===== src/rtl/gb_ppu_pkg.sv =====
// Shared Game Boy PPU definitions: mode encoding, LCD geometry, framebuffer sizing.
// The row_base helper forms y*40 with shifts and adds rather than a multiply.
package gb_ppu_pkg;

   typedef enum logic [1:0] {
      H_BLANK = 2'd0,
      V_BLANK = 2'd1,
      SCAN    = 2'd2,
      DRAW    = 2'd3
   } ppu_mode_e;

   localparam int unsigned LCD_W    = 160;
   localparam int unsigned LCD_H    = 144;
   localparam int unsigned FB_BYTES = 5760;
   localparam int unsigned ADDR_W   = 13;
   localparam int unsigned DATA_W   = 8;

   // Byte offset of a framebuffer row: 40 packed bytes per line.
   function automatic logic [ADDR_W-1:0] row_base(input logic [7:0] y);
      logic [ADDR_W-1:0] yw;
      yw = {5'b0, y};
      return (yw << 5) + (yw << 3);
   endfunction

endpackage


===== src/rtl/gb_sync_fifo.sv =====
// Synchronous FIFO with a wrap bit on each pointer; a push while full or a pop
// while empty is ignored. Storage is not reset; only the pointers are.
module gb_sync_fifo #(
   parameter int unsigned WIDTH = 21,
   parameter int unsigned DEPTH = 8
) (
   input  logic             clk,
   input  logic             rst,
   input  logic             push,
   input  logic [WIDTH-1:0] push_data,
   input  logic             pop,
   output logic             full,
   output logic             empty,
   output logic [WIDTH-1:0] head
);

   localparam int unsigned AW = $clog2(DEPTH);

   logic [WIDTH-1:0] mem [DEPTH];
   logic [AW:0]      wptr;
   logic [AW:0]      rptr;
   logic             do_push;
   logic             do_pop;

   always_comb begin
      empty   = (wptr == rptr);
      full    = (wptr[AW] != rptr[AW]) && (wptr[AW-1:0] == rptr[AW-1:0]);
      do_push = push && !full;
      do_pop  = pop && !empty;
      head    = mem[rptr[AW-1:0]];
   end

   always_ff @(posedge clk) begin
      if (do_push) begin
         mem[wptr[AW-1:0]] <= push_data;
      end
   end

   always_ff @(posedge clk) begin
      if (rst) begin
         wptr <= '0;
         rptr <= '0;
      end else begin
         if (do_push) begin
            wptr <= wptr + (AW+1)'(1);
         end
         if (do_pop) begin
            rptr <= rptr + (AW+1)'(1);
         end
      end
   end

endmodule


===== src/rtl/gb_lcd_sink.sv =====
// PPU pixel sink: palette-maps 2-bit pixels, packs four per byte and queues
// {address, byte} writes to the framebuffer behind a ready/valid port.
module gb_lcd_sink
   import gb_ppu_pkg::*;
#(
   parameter int unsigned H_PIXELS   = LCD_W,
   parameter int unsigned V_LINES    = LCD_H,
   parameter int unsigned FIFO_DEPTH = 8
) (
   input  logic              clk,
   input  logic              rst,
   input  logic              lcd_en,
   input  logic [1:0]        ppu_mode,
   input  logic [1:0]        px_in,
   input  logic              px_valid,
   input  logic [7:0]        bgp,
   output logic [ADDR_W-1:0] fb_addr,
   output logic [DATA_W-1:0] fb_data,
   output logic              fb_wr,
   input  logic              fb_ready,
   output logic              frame_done,
   output logic              overflow
);

   localparam int unsigned ENTRY_W = ADDR_W + DATA_W;
   localparam logic [7:0]  X_END   = 8'(H_PIXELS);
   localparam logic [7:0]  Y_END   = 8'(V_LINES);

   ppu_mode_e           mode;
   ppu_mode_e           prev_mode;
   logic [7:0]          x;
   logic [7:0]          y;
   logic [7:0]          pack;
   logic [1:0]          cnt;

   logic                px_live;
   logic                accept;
   logic                px_drop;
   logic [1:0]          shade;
   logic [7:0]          pack_nx;
   logic [1:0]          cnt_nx;
   logic                group_done;
   logic                line_end;
   logic                vb_entry;
   logic                frame_end;
   logic [7:0]          y_inc;
   logic                push;
   logic [DATA_W-1:0]   push_byte;
   logic [ADDR_W-1:0]   push_addr;

   logic                fifo_full;
   logic                fifo_empty;
   logic [ENTRY_W-1:0]  fifo_head;

   always_comb begin
      mode       = ppu_mode_e'(ppu_mode);
      px_live    = px_valid && lcd_en;
      accept     = px_live && (x < X_END);
      px_drop    = px_live && !(x < X_END);
      shade      = bgp[{px_in, 1'b0} +: 2];
      pack_nx    = accept ? {pack[5:0], shade} : pack;
      cnt_nx     = cnt + {1'b0, accept};
      group_done = accept && (cnt == 2'd3);
      line_end   = lcd_en && (prev_mode == DRAW) && (mode == H_BLANK);
      vb_entry   = (prev_mode != V_BLANK) && (mode == V_BLANK);
      y_inc      = y + 8'd1;
      frame_end  = lcd_en && ((line_end && (y_inc == Y_END)) || (vb_entry && (y != 8'd0)));
      // A flush coinciding with a completed group leaves cnt_nx at 0, so it
      // collapses into the single group push.
      push       = group_done || (line_end && (cnt_nx != 2'd0));
      // x still indexes the current group here: it is 4k+cnt before increment.
      push_addr  = row_base(y) + {5'b0, 2'b0, x[7:2]};
      case (cnt_nx)
         2'd1:    push_byte = {pack_nx[1:0], 6'b0};
         2'd2:    push_byte = {pack_nx[3:0], 4'b0};
         2'd3:    push_byte = {pack_nx[5:0], 2'b0};
         default: push_byte = pack_nx;
      endcase
   end

   always_ff @(posedge clk) begin
      if (rst) begin
         prev_mode  <= H_BLANK;
         x          <= '0;
         y          <= '0;
         pack       <= '0;
         cnt        <= '0;
         frame_done <= 1'b0;
         overflow   <= 1'b0;
      end else begin
         prev_mode <= mode;
         if (px_drop || (push && fifo_full)) begin
            overflow <= 1'b1;
         end
         if (!lcd_en) begin
            x          <= '0;
            y          <= '0;
            pack       <= '0;
            cnt        <= '0;
            frame_done <= 1'b0;
         end else begin
            frame_done <= frame_end;
            if (line_end) begin
               x    <= '0;
               cnt  <= '0;
               pack <= '0;
               y    <= frame_end ? 8'd0 : y_inc;
            end else begin
               x    <= x + {7'b0, accept};
               cnt  <= cnt_nx;
               pack <= pack_nx;
               if (frame_end) begin
                  y <= '0;
               end
            end
         end
      end
   end

   gb_sync_fifo #(
      .WIDTH (ENTRY_W),
      .DEPTH (FIFO_DEPTH)
   ) u_fifo (
      .clk       (clk),
      .rst       (rst),
      .push      (push),
      .push_data ({push_addr, push_byte}),
      .pop       (fb_wr && fb_ready),
      .full      (fifo_full),
      .empty     (fifo_empty),
      .head      (fifo_head)
   );

   // Head is masked while empty so the write port reads as zero out of reset.
   always_comb begin
      fb_wr   = !fifo_empty;
      fb_addr = fifo_empty ? '0 : fifo_head[ENTRY_W-1:DATA_W];
      fb_data = fifo_empty ? '0 : fifo_head[DATA_W-1:0];
   end

endmodule


===== config.mk =====
export PLATFORM = sky130hd
export DESIGN_NAME = gb_lcd_sink
export DESIGN_NICKNAME = d
export VERILOG_FILES = /design/src/rtl/gb_ppu_pkg.sv /design/src/rtl/gb_sync_fifo.sv /design/src/rtl/gb_lcd_sink.sv
export SDC_FILE = /design/constraint.sdc
export NUM_CORES = 1
export LEC_CHECK = 0
export CORE_ASPECT_RATIO = 1.2
export CORE_UTILIZATION = 60
export DETAILED_ROUTE_END_ITERATION = 6
export GPL_TIMING_DRIVEN = 0
export PLACE_DENSITY_LB_ADDON = 0.15
export SLEW_MARGIN = 10
export SYNTH_ARGS = -nofsm -noshare
export SYNTH_HDL_FRONTEND = slang
export SYNTH_SLANG_ARGS = --single-unit
export TNS_END_PERCENT = 5

===== constraint.sdc =====
create_clock -name clk -period 6.85 [get_ports clk]
set_input_delay 1.37 -clock clk [delete_from_list [all_inputs] [get_ports clk]]
set_output_delay 1.37 -clock clk [all_outputs]
set_load 0.005 [all_outputs]

# Yosys cells after proc, flatten, opt, wreduce, memory -nomap -nowiden
# Memories as Yosys holds them, arrays and structs flattened. A register that Yosys moved wholly into a read port is not among the register bits.
# Index checks and enable logic that the tools add are counted.
[op_classes]
bitwise_logic = 1
add_sub_neg = 7
n_mul = 0
shifts = 1
div = 0
muxes = 11
n_reduce_logical = 28
magnitude_cmp = 1
eq_ne = 11
[op_table]
columns = ["op", "count"]
rows = [
  ["$mux W8", 5],
  ["$pmux W8 S3", 1],
  ["$logic_and A1 B1 Y1", 16],
  ["$add A13 B11 Y13", 1],
  ["$add A13 B6 Y13", 1],
  ["$mux W13", 1],
  ["$add A4 B1 Y4 const B", 2],
  ["$add A8 B1 Y8", 1],
  ["$add A8 B1 Y8 const B", 1],
  ["$eq A2 B2 Y1 const B", 4],
  ["$eq A8 B8 Y1 const B", 1],
  ["$lt A8 B8 Y1 const B", 1],
  ["$reduce_bool A8 Y1", 1],
  ["$shiftx A8 B4 Y2", 1],
  ["$mux W3", 2],
  ["$eq A2 B1 Y1 const B", 2],
  ["$eq A4 B4 Y1", 1],
  ["$reduce_bool A2 Y1", 2],
  ["$eq A3 B3 Y1", 1],
  ["$logic_not A1 Y1", 3],
  ["$logic_or A1 B1 Y1", 3],
  ["$reduce_or A3 Y1", 1],
  ["$add A2 B1 Y2", 1],
  ["$logic_not A2 Y1", 1],
  ["other kinds (5)", 6],
]
[word_totals]
mem_bits_ro = 0
register_bits = 38
elab_cells = 70
ram_bits = 168
latch_bits = 0
output_inout_bits = 24
inputBits = 17
mem_count = 1
[mem_list]
columns = ["memory", "depth", "word_bits", "rd", "rd_ports_with_merged_regs", "wr", "line_no", "rtl"]
rows = [
  ["u_fifo.mem", 8, 21, 1, 1, 1, "gb_sync_fifo.sv:19", "logic [WIDTH-1:0] mem [DEPTH];"],
]

# Logic depth before layout (Yosys ltp)
[depth]
ltp_word = 9
depth_mapped = 12
mapped_depth_nobuf = 9

# Modules after synthesis
# From an unflattened synthesis, not the netlist that was laid out.
[unflattened]
cells_unflattened = 576
hier_area_um2 = 9206.3
[modules_own_cells]
columns = ["mod", "area_each_um2", "cells_per_inst", "n_inst"]
rows = [
  ["gb_sync_fifo", 7056.8, 327, 1],
  ["gb_lcd_sink", 2149.6, 249, 1],
]

# Worst setup path before layout
# OpenSTA, ideal clock, no wires.
[synth_timing]
path_kind = "input-to-reg"
startpoint = "input lcd_en"
endpoint = "memory u_fifo.mem[1][0] (enable)"
slack_ns = 1.335
arrival_time_ns = 5.062
path_buffers = 3
stages = 11
path_cell_list = "nand2_1 or2_2 buf_6 inv_1 ha_1 buf_1 inv_1 a2111oi_4 o22ai_1 buf_2 nor4_1"
[synth_via]
elab_chain_len = 9
[synth_lines]
columns = ["item", "line_no", "rtl"]
rows = [
  ["from (decl)", "gb_lcd_sink.sv:12", "input logic lcd_en,"],
  ["$logic_and A1 B1 Y1", "gb_lcd_sink.sv:57", "px_live = px_valid && lcd_en;"],
  ["$logic_and A1 B1 Y1", "gb_lcd_sink.sv:58", "accept = px_live && (x < X_END);"],
  ["$add A2 B1 Y2", "gb_lcd_sink.sv:62", "cnt_nx = cnt + {1'b0, accept};"],
  ["named net cnt_nx[0]", "gb_lcd_sink.sv:41", "logic [1:0] cnt_nx;"],
  ["$reduce_bool A2 Y1", "gb_lcd_sink.sv:70", "push = group_done || (line_end && (cnt_nx != 2'd0));"],
  ["$logic_and A1 B1 Y1", "gb_lcd_sink.sv:70", ""],
  ["$logic_or A1 B1 Y1", "gb_lcd_sink.sv:70", ""],
  ["$logic_and A1 B1 Y1", "gb_sync_fifo.sv:28", "do_push = push && !full;"],
  ["$mux W1", "gb_sync_fifo.sv:34", "if (do_push) begin"],
  ["$mux W1 (not written as such)", "gb_sync_fifo.sv:35", "mem[wptr[AW-1:0]] <= push_data;"],
  ["to (decl)", "gb_sync_fifo.sv:19", ""],
]
# The timed path passes the listed nets, and every way through them passes these cells.

# Worst setup path in the final report
[layout_timing]
startpoint = "input lcd_en"
endpoint = "memory u_fifo.mem[3][11] (enable)"
# The elaborated chain is that of the path after synthesis.

==> results.yml <==
final_layout:
  final-seq-area_sq_um: 5866
  stdcell_area_sq_um: 10420
  syn2layout_area_growth_pct: 17.37
  n_fill_cell: 911
  n_antenna_cell: 0
  multi_input_area_sq_um: 2860
  drive_gt1_frac: 0.1768
  stdcell_count: 831
  nets: 685
cts:
  cts_root_buf: "clkbuf_16"
  cts_resized: 0
  cts_made_buffers: 20
  clockBufferDepth: 3
  clk_pin_slew_ps: 60
  hold_buffers: 0
  clkSinkCount: 209
  clkLatencyLatePin_ps: 490
  post_cts_buffers: 0
  cts_tree: "done"
  h-tree-depth: 1
placement:
  gp_congestion: 0.8128
  placed_area_sq_um: 9729
  place_inst: 796
  port_buffers: 40
  dp_slack_ps: 1405
  dpl.hpwl_mm: 11.94
synth:
  synth_compound_area_frac: 0.03158
  synthesis.area_sq_um: 8876
  synthSimpleGateAreaFrac: 0.07105
  ys_ff_latch: 209
  synth_top_area_frac: 0.5684
  synth_fp_nets: 601
  synthAdderAreaFrac: 0.03693
  synth_xor_area_frac: 0.03045
  synth_edf_count: 168
  synth_top_family_by_area: "multiplexers"
  yosysWarnings: 0
  synth_mux_area_frac: 0.1467
  synth.distinct_cells: 51
  syn_avg_cell_area_sq_um: 15.88
  synth_seq_area_share: 0.6608
  synth_area_leaders: "edfxtp_1 (57%), mux4_2 (11%), dfxtp_1 (9.2%), mux2i_1 (3.4%), ha_1 (3.2%)"
  async_reset_ff_frac: 0
  syn-instance-count: 559
  ys.flop_type: "edfxtp_1"
  yosys.area.top_type: "edfxtp_1"
critical_path:
  cp.arrival_ps: 5150
  cp-end-kind: "flop"
  crit_family: "buffers and inverters"
  cp.depth: 14
  critPathBufInv: 8
  worstPathCellList: "clkdlybuf4s50_1, nand2_1, or2_2, buf_6, inv_1, ha_1, buf_1, inv_1, a2111oi_4, o22ai_1, buf_2, nor4_2, buf_6, buf_2"
  rrSetupSlack_ps: 2680
  crit_type: "in -> reg"
  reg2reg_depth: 13
  path_max_fanout: 10
  required_ps: 7030
  critPathSlowestCell: "nor4_2"
  critPathMaxStageDelay_ps: 800
  critPathLaunchType: "input port"
global_route:
  grt_start_max_net_pins: 16
  antenna_found_initial: 0
  overflow: 0
  grt_usage: 0.2434
  grt_pass1_vias: 5159
  grt_pass1_wl_mm: 27.61
pwr:
  power_leakage_nw: 3.565
  peakVddDrop_mv: 0.2009
  power.density_nw_per_um2: 244.4
  p_total_mw: 2.546
run:
  cap_violations: 0
route:
  antenna_left: 0
  vias_per_cell: 6.055
  drt_iter0_markers: 290
  drtPass1Iterations: 5
  vias: 5032
  drc: 0
  wl_per_cell_um: 21.43
  wirelength_mm: 17.81
sta:
  fin_worst_skew_ps: 6.242
  setup_viol_count_final: 0
  maxSlewViolCount: 0
  hold_viol: 0
  fin_crit_sh: 0.7252
  grt_setup_unrepaired: "false"
  finalWorstSetupSlack_ps: 1882
  maxSlewHeadroom: 0.2799
  period_needed_ps: 4968
  max_freq_mhz: 201.3
  setup_tns_ps: 0
  tightest_slew_ps: 1071
floorplanning:
  rows: 48
  die_w_um: 113.0
  start_util: 0.6158
  fp.dieH_um: 135.2
  io-pin-count: 41
  fp.coreArea_sq_um: 14410
  die-area_sq_um: 15290
hold_path:
  min_path_cells: 2
  hold_path_class: "reg -> reg"
outcome:
  status: "finished clean"
-- flip-flops by register name (all words and copies together), names as in the netlist, named ones only --
| register | count |
|---|---|
| cnt | 2 |
| frame_done | 1 |
| overflow | 1 |
| pack | 8 |
| prev_mode | 2 |
| u_fifo.mem | 168 |
| u_fifo.rptr | 4 |
| u_fifo.wptr | 4 |
| x | 8 |
| y | 8 |
-- path summary, 6_finish.rpt --
| check | startpoint | endpoint |
|---|---|---|
| worst max-delay path | lcd_en | u_fifo.mem[3][11] |
| worst min-delay path | pack[7] | pack[7] |
| worst max register to register | x[5] | u_fifo.mem[3][11] |
| worst min register to register | pack[7] | pack[7] |
-- worst reg2reg max path: stages, from the launching register on --
cell and delay (ps):
dfxtp_1 410, o21a_1 270, or2_2 160, buf_6 150, inv_1 90, ha_1 280, buf_1 260, inv_1 170
a2111oi_4 340, o22ai_1 220, buf_2 260, nor4_2 800, buf_6 230, buf_2 230
-- kinds of logic after synthesis --
| group | after synthesis |
|---|---|
| xor+xnor | 30 |
| flops | 209 |
| compound gates | 36 |
| fa+ha+maj | 25 |
| buf+inv | 48 |
| simple gates | 136 |
| mux | 75 |
-- per-stage QoR --
step	utilization	hold slack (ps)
6_report	0.7227	513.4
3_5_place_dp	0.6750	504.4
5_1_grt	0.7227	554.1
3_3_place_gp	0.6588	493.3
4_1_cts	0.7227	518.5
2_1_floorplan	-	476.0
-- synth_stat cells, drive strengths merged, types with 2 or more instances --
cell	instances
ha	23
a21oi	10
nor2b	4
dfxtp	41
clkbuf	15
inv	21
fa	2
buf	12
xor2	10
mux4	44
nand4b	3
nand3	14
nor4	7
o21ai	2
nor2	63
o22a	2
and3	4
nand2	21
o31ai	3
o21bai	2
a32o	2
mux2i	30
xnor2	20
edfxtp	168
o311ai	2
or3	4
o22ai	3
nor3	9
-- per-layer routing --
layer / share of wire / global-route usage
met1: 0.41 / 0.3106
met3: 0.046 / 0.02908
met5: 0 / 0
met4: 0.033 / 0.09137
met2: 0.51 / 0.4301
-- cell type report --
type	instances	area share
clock buffers	24	0.05153
repair buffers	62	0.05621
well taps	175	0.02102
inverters	21	0.007567
multi-input cells	302	0.2746
plain buffers	27	0.01153
flip-flops and latches	209	0.5631
clock inverters	11	0.01453
-- placed cells by master (no fill, tap or decap), types with 3 or more instances in the layout --
cell,count
nand4b_1,3
mux4_2,44
buf_6,5
nor4_2,6
buf_4,12
bufinv_16,4
nor3_1,7
clkbuf_16,21
clkbuf_1,18
nand3_1,14
o31ai_1,3
xor2_1,10
dfxtp_1,41
o22ai_1,3
a21oi_1,10
inv_1,21
buf_2,13
mux2i_1,30
nand2_1,21
and3_1,4
edfxtp_1,168
ha_1,23
clkdlybuf4s50_1,40
nor2_1,63
or3_1,4
xnor2_1,19
nor2b_1,4
clkinv_1,5
-- report_power, final --
group          switching, mW  internal (mW)
combinational         0.0225         0.0198
sequential          0.000892           1.36
clock                  0.438          0.707
No activity file was read; power rests on OpenSTA's default activity.
